$ cat config.mk
export PLATFORM = sky130hd
export DESIGN_NAME = hdb3_add_b_flat
export DESIGN_NICKNAME = d
export VERILOG_FILES = /design/src/rtl/hdb3_pkg.sv /design/src/rtl/hdb3_add_b_if.sv /design/src/rtl/hdb3_dly_line.sv /design/src/rtl/hdb3_add_b.sv /design/src/flat_wrapper.sv
export SDC_FILE = /design/constraint.sdc
export NUM_CORES = 1
export LEC_CHECK = 0
export CAP_MARGIN = 40
export CORE_AREA = 2 2 39 41
export CTS_BUF_LIST = sky130_fd_sc_hd__clkbuf_4 sky130_fd_sc_hd__clkbuf_8 sky130_fd_sc_hd__clkbuf_16
export DETAILED_ROUTE_END_ITERATION = 6
export DIE_AREA = 0 0 41 43
export PLACE_DENSITY_LB_ADDON = 0.2
export SETUP_SLACK_MARGIN = 0.1
export SYNTH_ARGS = -nofsm -noshare
export SYNTH_HDL_FRONTEND = slang
export SYNTH_HIERARCHICAL = 1
export SYNTH_SLANG_ARGS = --single-unit
$ cat constraint.sdc
create_clock -name clk -period 1.5 [get_ports clk]
set_clock_uncertainty 0.15 [all_clocks]
set_input_delay 0.15 -clock clk [delete_from_list [all_inputs] [get_ports clk]]
set_output_delay 0.15 -clock clk [all_outputs]
set_load 0.02 [all_outputs]
$ cat src/rtl/hdb3_pkg.sv
// Symbol encodings and pipeline depth shared by the HDB3 encoder stages.
package hdb3_pkg;

    typedef logic [1:0] sym_t;

    localparam sym_t SYM_ZERO = 2'b00;
    localparam sym_t SYM_ONE  = 2'b01;
    localparam sym_t SYM_V    = 2'b10;
    localparam sym_t SYM_B    = 2'b11;

    localparam int unsigned HDB3_DLY = 4;

    // B is never legal on the V-stage link; it degrades to a zero.
    function automatic sym_t sanitise(input sym_t s);
        return (s == SYM_B) ? SYM_ZERO : s;
    endfunction

endpackage

$ cat src/rtl/hdb3_add_b_if.sv
// Symbol link between the V-insertion stage and the B-insertion stage.
// b_cnt exists only when HDB3_ADDB_STATS_EN is defined.
interface hdb3_add_b_if;
    import hdb3_pkg::*;

    sym_t        data_addV;
    sym_t        data_addB;
    logic        data_valid;
    logic        sym_err;
`ifdef HDB3_ADDB_STATS_EN
    logic [15:0] b_cnt;

    modport master (output data_addV, input data_addB, input data_valid,
                    input sym_err, input b_cnt);
    modport slave  (input data_addV, output data_addB, output data_valid,
                    output sym_err, output b_cnt);
`else
    modport master (output data_addV, input data_addB, input data_valid,
                    input sym_err);
    modport slave  (input data_addV, output data_addB, output data_valid,
                    output sym_err);
`endif

endinterface

$ cat src/rtl/hdb3_dly_line.sv
// Three-stage symbol shift register (d1..d3) feeding the B-insertion mux.
module hdb3_dly_line
    import hdb3_pkg::*;
(
    input  logic clk,
    input  logic reset_n,
    input  sym_t i_din,
    output sym_t o_d3
);

    sym_t r_d1;
    sym_t r_d2;
    sym_t r_d3;

    always_ff @(posedge clk or negedge reset_n) begin
        if (!reset_n) begin
            r_d1 <= SYM_ZERO;
            r_d2 <= SYM_ZERO;
            r_d3 <= SYM_ZERO;
        end else begin
            r_d1 <= i_din;
            r_d2 <= r_d1;
            r_d3 <= r_d2;
        end
    end

    assign o_d3 = r_d3;

endmodule

$ cat src/rtl/hdb3_add_b.sv
// HDB3 B-insertion stage: tracks mark parity since the last V and rewrites the
// first zero of an even-parity group as B. Optional stats: HDB3_ADDB_STATS_EN.
module hdb3_add_b
    import hdb3_pkg::*;
(
    input  logic         clk,
    input  logic         reset_n,
    hdb3_add_b_if.slave  bus
);

    localparam logic [2:0] FILL_FULL = 3'(HDB3_DLY);

    sym_t       w_sym;
    sym_t       w_d3;
    logic       w_illegal;
    logic       w_b_ins;
    logic       w_odd_nxt;

    sym_t       r_d4;
    logic       r_odd;
    logic [2:0] r_fill;
    logic       r_sym_err;

    assign w_illegal = (bus.data_addV == SYM_B);
    assign w_sym     = sanitise(bus.data_addV);

    hdb3_dly_line u_dly (
        .clk     (clk),
        .reset_n (reset_n),
        .i_din   (w_sym),
        .o_d3    (w_d3)
    );

    // d3 holds the first zero of the group when its V is sampled.
    assign w_b_ins = (w_sym == SYM_V) && !r_odd;

    always_comb begin
        w_odd_nxt = r_odd;
        if (w_sym == SYM_ONE)
            w_odd_nxt = ~r_odd;
        else if (w_sym == SYM_V)
            w_odd_nxt = 1'b0;
    end

    always_ff @(posedge clk or negedge reset_n) begin
        if (!reset_n) begin
            r_d4      <= SYM_ZERO;
            r_odd     <= 1'b0;
            r_fill    <= '0;
            r_sym_err <= 1'b0;
        end else begin
            r_d4      <= w_b_ins ? SYM_B : w_d3;
            r_odd     <= w_odd_nxt;
            r_sym_err <= w_illegal;
            if (r_fill != FILL_FULL)
                r_fill <= r_fill + 3'd1;
        end
    end

    assign bus.data_addB  = r_d4;
    assign bus.data_valid = (r_fill == FILL_FULL);
    assign bus.sym_err    = r_sym_err;

`ifdef HDB3_ADDB_STATS_EN
    logic [15:0] r_b_cnt;

    always_ff @(posedge clk or negedge reset_n) begin
        if (!reset_n)
            r_b_cnt <= '0;
        else if (w_b_ins && (r_b_cnt != '1))
            r_b_cnt <= r_b_cnt + 16'd1;
    end

    assign bus.b_cnt = r_b_cnt;
`endif

endmodule

$ cat src/flat_wrapper.sv
// flat-port wrapper written by rule: the top's interface ports become plain ports
module hdb3_add_b_flat import hdb3_pkg::*;
  (clk, reset_n, bus_data_addV, bus_data_addB, bus_data_valid, bus_sym_err);
  hdb3_add_b_if bus_i ();
  input  logic clk;
  input  logic reset_n;
  input wire logic [$bits(bus_i.data_addV)-1:0] bus_data_addV;
  output wire logic [$bits(bus_i.data_addB)-1:0] bus_data_addB;
  output wire logic [$bits(bus_i.data_valid)-1:0] bus_data_valid;
  output wire logic [$bits(bus_i.sym_err)-1:0] bus_sym_err;
  assign bus_i.data_addV = bus_data_addV;
  assign bus_data_addB = bus_i.data_addB;
  assign bus_data_valid = bus_i.data_valid;
  assign bus_sym_err = bus_i.sym_err;
  hdb3_add_b u_core (.clk(clk), .reset_n(reset_n), .bus(bus_i));
endmodule
== Word-level counts from Yosys, hierarchy flattened ==
Index checks and enable logic that the tools add are counted.

* Register bits after elaboration: 13
* Input port bits: 4
* Output and inout port bits: 4
* Logic and storage cells: 21

* Add/subtract/negate cells: 1
* Equal/unequal tests: 5
* Mux-type cells: 4
* Bitwise operators: 1
* Reductions and logical operators: 3

{| class="wikitable"
|+ Operators by type and width
! operator !! count
|-
| == test 2 bit, second input constant || 2
|-
| 2-to-1 mux 2 bit || 2
|-
| adder 3 x 1 -> 3 bit, second input constant || 1
|-
| == test 3 bit, second input constant || 1
|-
| inequality test 3 bit, second input constant || 1
|-
| == test 2 x 1 -> 1 bit, second input constant || 1
|-
| 2-to-1 mux 1 bit || 2
|-
| nonzero test 2 bit || 1
|-
| logical AND 1 bit || 1
|-
| logical NOT 1 bit || 1
|-
| inverter 1 bit || 1
|}

== Depth between registers and ports, before layout ==
* Depth in word-level cells: 5
* Gate-level depth with buffers: 4
* Mapped depth without buffers: 4

== Modules after synthesis ==
The synthesis kept the hierarchy.

{| class="wikitable"
|+ Modules (own cells, without submodules)
! module !! times used !! cells an instance !! area each (µm²) !! sequential area each (µm²)
|-
| hdb3_add_b || 1 || 31 || 360.3 || 175.2
|-
| hdb3_dly_line || 1 || 6 || 150.1 || 150.1
|}

== Worst setup path before layout ==
No wires, ideal clock.

* Path type: register -> register
* Start: register u_core.r_fill[0]
* End: register u_core.r_fill[1]
* Library setup time: 0.125 ns
* Arrival: 0.970 ns
* Required time: 1.225 ns
* Setup slack: 0.255 ns
* Stages on the path, launching flop included: 5
* Path buffers: 0
* Period minus slack after synthesis: 1.245 ns
* Cells stage by stage: dfrtp_1 > inv_1 > ha_1 > nand2_2 > mux2_4

* Cells in the longest elaborated chain, start to end: 1
* Elaborated cells on any way between the ends: 2
* Those cells by class: add/sub: 1; eq/ne: 1

{| class="wikitable"
|+ RTL lines
! what !! line !! text
|-
| start: declaration || hdb3_add_b.sv:21 || <nowiki>logic [2:0] r_fill;</nowiki>
|-
| start signal: assignment || hdb3_add_b.sv:56 || <nowiki>r_fill <= r_fill + 3'd1;</nowiki>
|-
| adder 3 x 1 -> 3 bit or inequality test 3 bit (tied branches) || hdb3_add_b.sv:56, hdb3_add_b.sv:55 ||
|}

Parallel ways exist; a longest one is shown, timed or not.
A chain may end at the register's enable or synchronous reset.

== Worst setup path in the final report ==
* Start: register u_core.r_fill[0]
* End: output bus_data_valid

* Cells in the longest elaborated chain, start to end: 1

{| class="wikitable"
|+ RTL lines
! what !! line !! text
|-
| == test 3 bit || hdb3_add_b.sv:61 || <nowiki>assign bus.data_valid = (r_fill == FILL_FULL);</nowiki>
|-
| end: declaration || flat_wrapper.sv:9 || <nowiki>output wire logic [$bits(bus_i.data_valid)-1:0] bus_data_valid;</nowiki>
|}

Every way passes these cells.

==> results by group <==
Floorplanning
  • DIE AREA: 1760 µm²
  • Initial Util: 36.9%
  • Floorplan row count: 14
  • Die H: 43 µm
  • Core ar.: 1380 µm²
  • Die X: 41 µm
  • I/O pin cnt: 8

Power
  • Worst vdd ir: 0.369 mV
  • Leak: 0.360 nW
  • P_sw: 137 µW
  • Clock Power Share: 34.3%
  • Reg power frac: 57.4%
  • Internal power: 513 µW
  • Power per cell area: 931 nW/µm²
  • Logic pwr share: 8.2%
  • Sw Ratio: 21.0%

STA
  • Max-slew headroom: 86.5%
  • Final hold violation count: 0
  • Max-slew violations: 0
  • Final setup TNS: 0 ns
  • Fmax achieved: 0.721 GHz
  • # setup viols final: 0
  • Slew at the pin with the worst max-slew slack: 0.204 ns
  • RSZ-0062 raised after global routing: yes
  • Tcrit/Tclk final: 92.4%
  • Crit path time final: 1.39 ns

CTS
  • Hold Buf Count CTS: 0
  • H-tree depth: 1
  • Clock root cell: clkbuf_4
  • Clock Sinks: 13
  • Max Root-Sink Buffers: 2
  • Num CTS Buffers: 3
  • Clock Latency Late Sink: 0.26 ns
  • CTS tree: yes
  • Clock slew at reported path FFs: 0.07 ns

Final layout
  • Register area: 325 µm²
  • Final nets: 67
  • ANT cells: 0
  • Multi-input logic area: 184 µm²
  • Fill count: 126
  • Area grow syn2layout: 36.8%
  • Final cell count without fillers: 71
  • Layout cell share with drive strength beyond 1: 32.7%

Placement
  • Routability cong.: 0.598
  • Post-placement cell count: 65
  • Input/output buffers: 7
  • Detail Placement HPWL: 611 µm

Synth
  • Mapped cell area: 510 µm²
  • Sequential-to-total area share from yosys stat: 63.7%
  • Area contributors post-synth: dfrtp_1 (64%), ha_1 (17%), nand2b_1 (4.9%)
  • Syn Nets: 48
  • Number of library cell types mapped by synthesis: 12
  • Yosys reg bits: 13
  • Mux share of post-synthesis cell area: 2.94%
  • Synth area leader: dfrtp_1
  • Warnings from Yosys: 6
  • Mean area per synthesized cell: 13.8 µm²
  • Post-synth top cells: dfrtp_1 (13), ha_1 (7), inv_1 (5), nand2b_1 (4)
  • Post-synth EDFFs: 0
  • Post-Synthesis Cells: 37
  • Adder-Cell Fraction of Synth Area: 17.2%
  • Simple-Gate Fraction of Synth Area: 8.82%
  • Main combinational cell family by area after synthesis: adder cells
  • Top-area cell type share of the netlist area: 63.7%
  • XOR/XNOR share of the synthesized area: 1.72%
  • Ys async rst share: 100%
  • Synth Area in Compound Gates: 1.96%
  • Post-synth top flop: dfrtp_1
  • Most common cell in the synthesized netlist: dfrtp_1

GRT
  • Grt total ovfl: 0
  • Initial antenna violation count: 0
  • GRT Total Usage: 11.5%
  • First-pass GRT wire length: 1230 µm
  • Vias in the first global route: 313
  • Pin count of the biggest net entering global routing: 14

Status
  • Run status: finished, final reports clean

Drt
  • Post-Route WL: 788 µm
  • Vias per inst: 4.24
  • First drt pass iteration count: 1
  • Wire length per cell: 11.1 µm
  • DRT antenna net count: 0
  • Via count: 301
  • DR iter-0 viols: 0
  • Drc violations: 0

Worst setup path
  • CP startpoint kind: flop
  • Worst EP required: 1.20 ns
  • WS Path Type: reg2out
  • Data arrival, critical path: 1.09 ns
  • Crit end category: output port
  • Worst-path fanout max: 2

Job
  • Max_cap viols: 0

Hold path
  • HP Class: in2async
[power groups by stage]
stage               combinational (mW)  clock, mW  sequential [mW]
floorplan                       0.0138          0            0.388
global placement                0.0573          0            0.380
detailed placement              0.0596          0            0.381
CTS                             0.0550      0.233            0.373
global route                    0.0616      0.247            0.375
finish                          0.0536      0.223            0.373
[final cells by class]
cell class	count	area share [%]
sequential	13	46.6
multi-input combinational	19	26.3
timing repair buffer	14	17.2
clock buffer	4	4.30
tap	16	2.87
inverter	5	2.69
[metrics by stage]
stage	setup WS, ns	instance area [µm²]	hold slack (ns)	total power [mW]	util [%]
global route	0.0536	698	0.0449	0.684	50.5
CTS	0.0341	679	0.0334	0.661	49.1
floorplan	0.255	510	-0.296	0.402	-
detailed placement	-0.190	638	0.188	0.440	46.1
global placement	-0.0751	638	0.185	0.437	46.1
finish	0.114	698	0.0396	0.650	50.5
[sequential cells by signal (all words and copies together), names as in the netlist]
signal                cells
u_core/u_dly/r_d2         2
u_core/bus.data_addB      2
u_core/bus.sym_err        1
u_core/u_dly/o_d3         2
u_core/r_odd              1
u_core/u_dly/r_d1         2
u_core/r_fill             3
[cells by family (layout without fill, tap and decap cells)]
family | after synthesis | after routing
flops | 13 | 13
simple gates | 8 | 8
fa+ha+maj | 7 | 7
buf+inv | 5 | 23
compound gates | 2 | 2
xor+xnor | 1 | 1
mux | 1 | 1
[repair_timing]
action / CTS / global route
pin swaps: 0 / 1
gates resized for setup: 10 / 5
buffers inserted: 1 / 1
endpoints found under the hold margin: 0 / 0
endpoints found under the setup margin: 5 / 2
[layout by cell type (no fill, tap or decap), types with 2 or more instances in the layout]
master	netlist	routed
inv_1	5	2
inv_2	0	3
nand2b_1	4	4
ha_1	7	6
dlygate4sd2_1	0	3
clkbuf_4	0	4
buf_4	0	7
dfrtp_1	13	13
clkdlybuf4s50_1	0	3
[final timing paths]
path | startpoint | end | slack [ns] | cells after the start
min | reset_n | u_core/r_fill[0] | 0.04 | 2
max in group asynchronous | reset_n | u_core/bus.data_addB[0] | 1.01 | 2
max | u_core/r_fill[0] | bus_data_valid | 0.11 | 5
min reg2reg | u_core/u_dly/r_d2[1] | u_core/u_dly/o_d3[1] | 0.20 | 0
min in group clk | u_core/u_dly/r_d2[1] | u_core/u_dly/o_d3[1] | 0.20 | 0
max reg2reg | u_core/r_fill[0] | u_core/r_fill[1] | 0.15 | 5
[worst max-delay path, cell delays in order (launching register included)]
cell and delay (ns):
dfrtp_1 0.40, inv_2 0.09, ha_4 0.14, nand2_4 0.05, inv_2 0.05, buf_6 0.10
[routing by layer]
metal | GRT usage [%] | wire (µm) | up-vias
met1 | 9.03 | 312 | 146
met5 | 0 | 0 | -
met3 | 3.14 | 39 | 0
met2 | 21.3 | 436 | 7
met4 | 8.00 | 0 | 0
li1 | - | - | 148
(Power assumes the default switching activity.)
